## config.mk

```make
export PLATFORM = sky130hd
export DESIGN_NAME = voice_mixer
export DESIGN_NICKNAME = d
export VERILOG_FILES = /design/src/rtl/voice_mixer.sv
export SDC_FILE = /design/constraint.sdc
export NUM_CORES = 1
export LEC_CHECK = 0
export CAP_MARGIN = 5
export CORE_MARGIN = 1
export CORE_UTILIZATION = 55
export DETAILED_ROUTE_END_ITERATION = 7
export GPL_TIMING_DRIVEN = 0
export HOLD_SLACK_MARGIN = 0.03
export PLACE_DENSITY = 0.77
export SETUP_SLACK_MARGIN = 0.05
export SLEW_MARGIN = 40
export SYNTH_ARGS = -nofsm -noshare
export SYNTH_HDL_FRONTEND = slang
export SYNTH_SLANG_ARGS = --single-unit
```

## constraint.sdc

```tcl
create_clock -name clk -period 10.3 [get_ports clk]
set_clock_uncertainty 0.2 [all_clocks]
set_input_delay 1.545 -clock clk [delete_from_list [all_inputs] [get_ports clk]]
set_output_delay 1.545 -clock clk [all_outputs]
set_load 0.1 [all_outputs]
```

## src/rtl/voice_mixer.sv

```systemverilog
// rtl/voice_mixer.sv - four-voice gain/enable mixer with one shared multiplier,
// saturation to a signed audio word and a valid/ready output slot.
module voice_mixer #(
   parameter int OUT_WIDTH = 16,
   parameter int OUT_SHIFT = 3
) (
   input  logic                 clk,
   input  logic                 rst,
   input  logic                 in_valid,
   input  logic [20:0]          wave_1,
   input  logic [20:0]          wave_2,
   input  logic [20:0]          wave_3,
   input  logic [20:0]          wave_4,
   input  logic [7:0]           gain_1,
   input  logic [7:0]           gain_2,
   input  logic [7:0]           gain_3,
   input  logic [7:0]           gain_4,
   input  logic [3:0]           voice_en,
   input  logic                 clear_overrun,
   output logic [OUT_WIDTH-1:0] out_data,
   output logic                 out_valid,
   input  logic                 out_ready,
   output logic                 busy,
   output logic                 overrun
);

   typedef enum logic [1:0] {IDLE, MAC, SAT} state_t;

   localparam logic signed [31:0] MAX_V = (32'sd1 <<< (OUT_WIDTH - 1)) - 32'sd1;
   localparam logic signed [31:0] MIN_V = -(32'sd1 <<< (OUT_WIDTH - 1));

   state_t                 state_q;
   logic [20:0]            wave_q [4];
   logic [7:0]             gain_q [4];
   logic [3:0]             en_q;
   logic [1:0]             idx_q;
   logic signed [31:0]     acc_q;
   logic signed [31:0]     acc_d;
   logic signed [29:0]     prod;
   logic signed [31:0]     shifted;
   logic [OUT_WIDTH-1:0]   sat_val;
   logic [OUT_WIDTH-1:0]   out_data_q;
   logic                   out_valid_q;
   logic                   busy_q;
   logic                   overrun_q;

   always_comb begin
      prod    = $signed({{9{wave_q[idx_q][20]}}, wave_q[idx_q]}) *
                $signed({22'd0, gain_q[idx_q]});
      acc_d   = acc_q + (en_q[idx_q] ? {{2{prod[29]}}, prod} : 32'sd0);
      shifted = acc_q >>> (7 + OUT_SHIFT);
      if (shifted > MAX_V)
         sat_val = MAX_V[OUT_WIDTH-1:0];
      else if (shifted < MIN_V)
         sat_val = MIN_V[OUT_WIDTH-1:0];
      else
         sat_val = shifted[OUT_WIDTH-1:0];
   end

   // Later assignments in this block override earlier ones, so an overrun
   // event on the same edge as clear_overrun leaves the flag set.
   always_ff @(posedge clk or negedge rst) begin
      if (!rst) begin
         state_q     <= IDLE;
         for (int k = 0; k < 4; k++) begin
            wave_q[k] <= '0;
            gain_q[k] <= '0;
         end
         en_q        <= '0;
         idx_q       <= '0;
         acc_q       <= '0;
         out_data_q  <= '0;
         out_valid_q <= 1'b0;
         busy_q      <= 1'b0;
         overrun_q   <= 1'b0;
      end else begin
         if (out_valid_q && out_ready)
            out_valid_q <= 1'b0;
         if (clear_overrun)
            overrun_q <= 1'b0;
         case (state_q)
            IDLE: begin
               if (in_valid) begin
                  wave_q[0] <= wave_1;
                  wave_q[1] <= wave_2;
                  wave_q[2] <= wave_3;
                  wave_q[3] <= wave_4;
                  gain_q[0] <= gain_1;
                  gain_q[1] <= gain_2;
                  gain_q[2] <= gain_3;
                  gain_q[3] <= gain_4;
                  en_q      <= voice_en;
                  acc_q     <= '0;
                  idx_q     <= '0;
                  busy_q    <= 1'b1;
                  state_q   <= MAC;
               end
            end
            MAC: begin
               acc_q <= acc_d;
               idx_q <= idx_q + 2'd1;
               if (idx_q == 2'd3)
                  state_q <= SAT;
               if (in_valid)
                  overrun_q <= 1'b1;
            end
            SAT: begin
               if (!out_valid_q || out_ready) begin
                  out_data_q  <= sat_val;
                  out_valid_q <= 1'b1;
               end else begin
                  overrun_q <= 1'b1;
               end
               if (in_valid)
                  overrun_q <= 1'b1;
               busy_q  <= 1'b0;
               state_q <= IDLE;
            end
            default: begin
               busy_q  <= 1'b0;
               state_q <= IDLE;
            end
         endcase
      end
   end

   assign out_data  = out_data_q;
   assign out_valid = out_valid_q;
   assign busy      = busy_q;
   assign overrun   = overrun_q;

endmodule

```

Word level (Yosys, flattened, before mapping)

Cells that the tools add are included.

Magnitude comparators: 4
Add/sub/neg operators: 2
Reduce and logical (&&, ||, !) cells: 10
Bitwise gates (word level): 2
Muxes and demuxes: 28
Multiply operators: 1
Equality and inequality tests: 5

Operators with widths:

| cell                   | number |
|---|---|
| $mux W32               | 2 |
| $pmux W32 S2           | 1 |
| $bmux W21 S2           | 1 |
| $mux W21               | 2 |
| $add A32 B32 Y32       | 1 |
| $mux W16               | 2 |
| $mul A21 B9 Y30        | 1 |
| $gt A22 B16 Y1 const B | 1 |
| $lt A22 B16 Y1 const B | 1 |
| $bmux W8 S2            | 1 |
| $mux W8                | 2 |
| $reduce_and A2 Y1      | 5 |
| $mux W1                | 9 |
| $pmux W2 S2            | 2 |
| $mux W2                | 3 |
| $eq A2 B2 Y1 const B   | 2 |
| $ne A2 B2 Y1 const B   | 2 |
| $pmux W1 S2            | 2 |
| $ge A3 B3 Y1 const B   | 1 |
| $lt A2 B3 Y1 const B   | 1 |
| $not A2 Y3             | 1 |
| $add A2 B1 Y2 const B  | 1 |
| $bmux W1 S2            | 1 |
| $eq A2 B1 Y1 const B   | 1 |
| 6 further kinds        | 6 |

Register bits after elaboration: 175
Word-level logic and storage cells: 68

Longest topological paths before layout

Depth after elaboration: 8
Gate-level depth with buffers: 34

Worst setup path before layout

No wires, ideal clock.

Kind: reg-to-reg
Start point: register idx_q[0]
End point: register acc_q[31]
Data arrival time: 8454 ps
Data required time: 9974 ps
Stages on the path, launching flop included: 31
Setup slack: 1520 ps
Library setup time: 126 ps
Path through: dfrtp_1 clkbuf_1 buf_2 buf_1 mux4_2 and2_1 fa_1 fa_1 fa_1 inv_1 fa_1 inv_1 ha_1 and3_1 and2_4 a221o_1 a31o_2 a21oi_1 o21ai_0 a41oi_1 mux2i_1 ha_1 and2_1 and4_1 and3_1 and3_1 a21oi_1 o21ai_0 or4_4 and2_0 a221o_1

Word-level cells in the longest chain between the ends: 8
Elaborated cells on any way between the ends: 13
Classes of those cells: 1 x add/sub; 1 x mul; 10 x mux; 1 x bitwise

Ends and longest elaborated chain:

| element                                                                       | RTL line | RTL |
|---|---|---|
| start: declaration                                                            | 36       | `logic [1:0] idx_q;` |
| start signal: assignment                                                      | 101      | `idx_q <= idx_q + 2'd1;` |
| $not A2 Y3 (not written as such)                                              | 48, 49   |  |
| $bmux W21 S2 / $bmux W8 S2 (equally long branches)                            | 48, 49   |  |
| $mux W21 (not written as such) / $mux W8 (equally long branches) (2 in a row) | 48, 49   |  |
| $mul A21 B9 Y30                                                               | 48       | `prod = $signed({{9{wave_q[idx_q][20]}}, wave_q[idx_q]}) *` |
| $mux W32 (*)                                                                  | 50       | `acc_d = acc_q + (en_q[idx_q] ? {{2{prod[29]}}, prod} : 32'sd0);` |
| $add A32 B32 Y32 (*)                                                          | 50       |  |
| $pmux W32 S2 (*)                                                              | 81       | `case (state_q)` |
| end signal: assignment                                                        | 71       | `acc_q <= '0;` |
| end signal: assignment                                                        | 93       | `acc_q <= '0;` |
| end signal: assignment                                                        | 100      | `acc_q <= acc_d;` |
| end: declaration                                                              | 37       | `logic signed [31:0] acc_q;` |

Mark *: on every way between the ends. The rest lies on a longest branch, timed or not. The select of a mux whose other input is x is not followed.
A chain may end at the register's enable or synchronous reset.

Worst setup path in the final report

Start point: register idx_q[1]
End point: register acc_q[31]

The elaborated chain is that of the path after synthesis.

==> results.toml <==
[synth]
synth-seq-cells = 175
synth_edf_count = 0
synth.top_cell.area_share_pct = 29.65
synth_area_leaders = "dfrtp_1 (30%), fa_1 (18%), mux2_2 (9.3%), ha_1 (8.0%), inv_1 (4.9%)"
synthArstFlopShare_pct = 100.0
synthCells = 1428
synthesis.area_um2 = 14770
synth_flop_cell = "dfrtp_1"
synth_area_leader_cell = "dfrtp_1"
ys_seq_area_share_pct = 29.65
syn-num-nets = 1781
syn_area_per_cell_um2 = 10.34
ys_warn_count = 0
ys_types = 60

[global_routing]
grt_pass1_vias = 11430
grt.overflow.total = 0
grt_first_pass_wirelength_um = 56130
antenna_found_initial = 0
grt_usage_pct = 25.83
grt_max_degree = 76

[timing]
min_period_ns = 9.757
rsz0062_at_grt = "no"
setup_violations = 0
slew_viol_final = 0
period_share_pct = 94.73
hold_viol = 0
tightest_slew_ns = 0.8075
max_freq_mhz = 102.5
fin_setup_tns_ns = 0
max_slew_margin_pct = 46.17

[die]
die_w_um = 165.9
fp.dieArea_um2 = 27510
rows = 59
initial_utilization_pct = 56.35
die_h_um = 165.9
ios = 144
core_area_um2 = 26210

[clock_network]
post_cts_buffers = 0
htree_levels = 4
clkSlewWorstSetupHoldPaths_ns = 0.08
cts_buffers = 17
cts_sinks = 175
cts_root_buf = "clkbuf_16"
clockBufferDepth = 2
worst_skew_pair.late_latency_ns = 0.45
cts_tree = "built"

[worst_hold_path]
hold_class = "flip-flop to flip-flop"

[status]
violations = "DRC"
status = "complete, but fails checks"

[setup_path]
cp_top_family = "adder cells"
critPathBufInv = 4
cp_slowest_cell = "clkbuf_1"
crit_arrival_ns = 9.87
start_kind = "flip-flop"
cp_slowest_stage_delay_ns = 0.63
cp.required_ns = 10.42
path_max_fanout = 10
path_common_cell = "fa_1"
path_class = "flip-flop to flip-flop"
cp-end-kind = "flip-flop"

[detailed_routing]
drcViolationCount = 2
wl_per_cell_um = 17.70
first_pass_iters = 7
num_vias = 10957
via_per_inst = 5.648
ant_nets = 0
wl_um = 34340
drt-initial-drc-count = 543

[place]
io_buffers = 143
place.gp.congestion = 0.8832
hpwl_um = 26450
place_inst = 1908

[flow_run]
maxCapViolCount = 0

[cells_and_area]
fillers = 2009
layout_common_cells = "inv_1 (191), dfrtp_1 (175), nand2_1 (147), fa_1 (133), clkdlybuf4s50_1 (123)"
syn_to_final_growth_pct = 16.75
n_antenna_cell = 0
final_common_cell = "inv_1"
drive_gt1_share_pct = 13.83
fin_cells = 1940
layout.nets = 1945
metrics by stage:
step / utilization [%] / hold slack [ns] / setup WS, ns / cell area (um2)
floorplan: - / 0.2563 / 1.520 / 14770
global placement: 63.41 / 0.2667 / 0.3086 / 16620
detailed placement: 63.29 / 0.2652 / 0.7122 / 16590
CTS: 65.77 / 0.2832 / 0.6347 / 17240
global route: 65.79 / 0.3091 / 0.1210 / 17240
finish: 65.79 / 0.2739 / 0.5430 / 17240
cells in the mapped netlist, types with 5 or more instances:
cell type    n
fa_1       133
and4_1       6
o21ai_1      5
a21o_1      29
nor2_1      46
inv_1      191
nor3_1       6
mux2_2     122
a21oi_1     53
dfrtp_1    175
nand2b_1    11
and3_1      10
xor2_1      24
nand2_1    147
nand3_1     13
o21ai_0     69
ha_1        95
clkbuf_1    45
and2_1     110
xnor2_1     26
mux4_2      29
nor2b_1      6
nand4_1      5
layout make-up:
class	count	area (um2)	share of cell area, %
Clock buffer	17	425.4	2.467
Tap cell	335	419.2	2.431
Sequential cell	175	4379	25.40
Buffer	48	183.9	1.067
Inverter	191	716.9	4.158
Multi-Input combinational cell	1014	9497	55.08
Clock inverter	15	224.0	1.299
Timing Repair Buffer	145	1396	8.099
worst min-delay path: cells and delay by family (launching register included):
kind / cells / cell delay [ns]
DFF: 1 / 0.34
AOI/OAI and AO/OA: 1 / 0.06
and+or+nand+nor: 1 / 0.04
flip-flops by register name (all words and copies together), names as in the netlist:
| register | flops |
|---|---|
| wave_q | 84 |
| acc_q | 32 |
| gain_q | 32 |
| out_data | 16 |
| en_q | 4 |
| idx_q | 2 |
| state_q | 2 |
| busy | 1 |
| out_valid | 1 |
| overrun | 1 |
routing by layer:
layer | wire (um) | vias up | track usage, %
met3 | 1609 | 60 | 4.457
met4 | 935 | 0 | 9.468
met1 | 14220 | 5558 | 32.70
met2 | 17570 | 282 | 44.60
met5 | 0 | - | 0
li1 | - | 5057 | -
path summary, 6_finish.rpt:
path / start / endpoint / slack [ns] / cells past startpoint
setup / recovery: idx_q[1] / acc_q[31] / 0.54 / 30
hold / removal: out_data[2] / out_data[2] / 0.27 / 2
setup reg to reg: idx_q[1] / acc_q[31] / 0.54 / 30
hold reg to reg: out_data[2] / out_data[2] / 0.27 / 2
max in group asynchronous: rst / wave_q[46] / 8.36 / 2
min in group asynchronous: rst / busy / 0.80 / 1
kinds of logic (layout without fill, tap and decap cells):
family	after synthesis	after routing	share of synthesized area [%]
adder cells (fa/ha/maj)	228	228	26.08
AO/OA/AOI/OAI	204	204	8.515
flip-flops	175	175	29.65
multiplexers	154	154	13.93
AND/OR/NAND/NOR	378	378	12.78
XOR/XNOR	50	50	2.965
buffers and inverters	239	416	6.083
timing repair:
action                     in CTS  in global routing
setup endpoints to repair       0                  1
gates resized for setup         0                  1
hold buffers                    0                  0
Power is not shown: default switching activity piles up to over one toggle a cycle in this logic, so the estimate is an artifact.
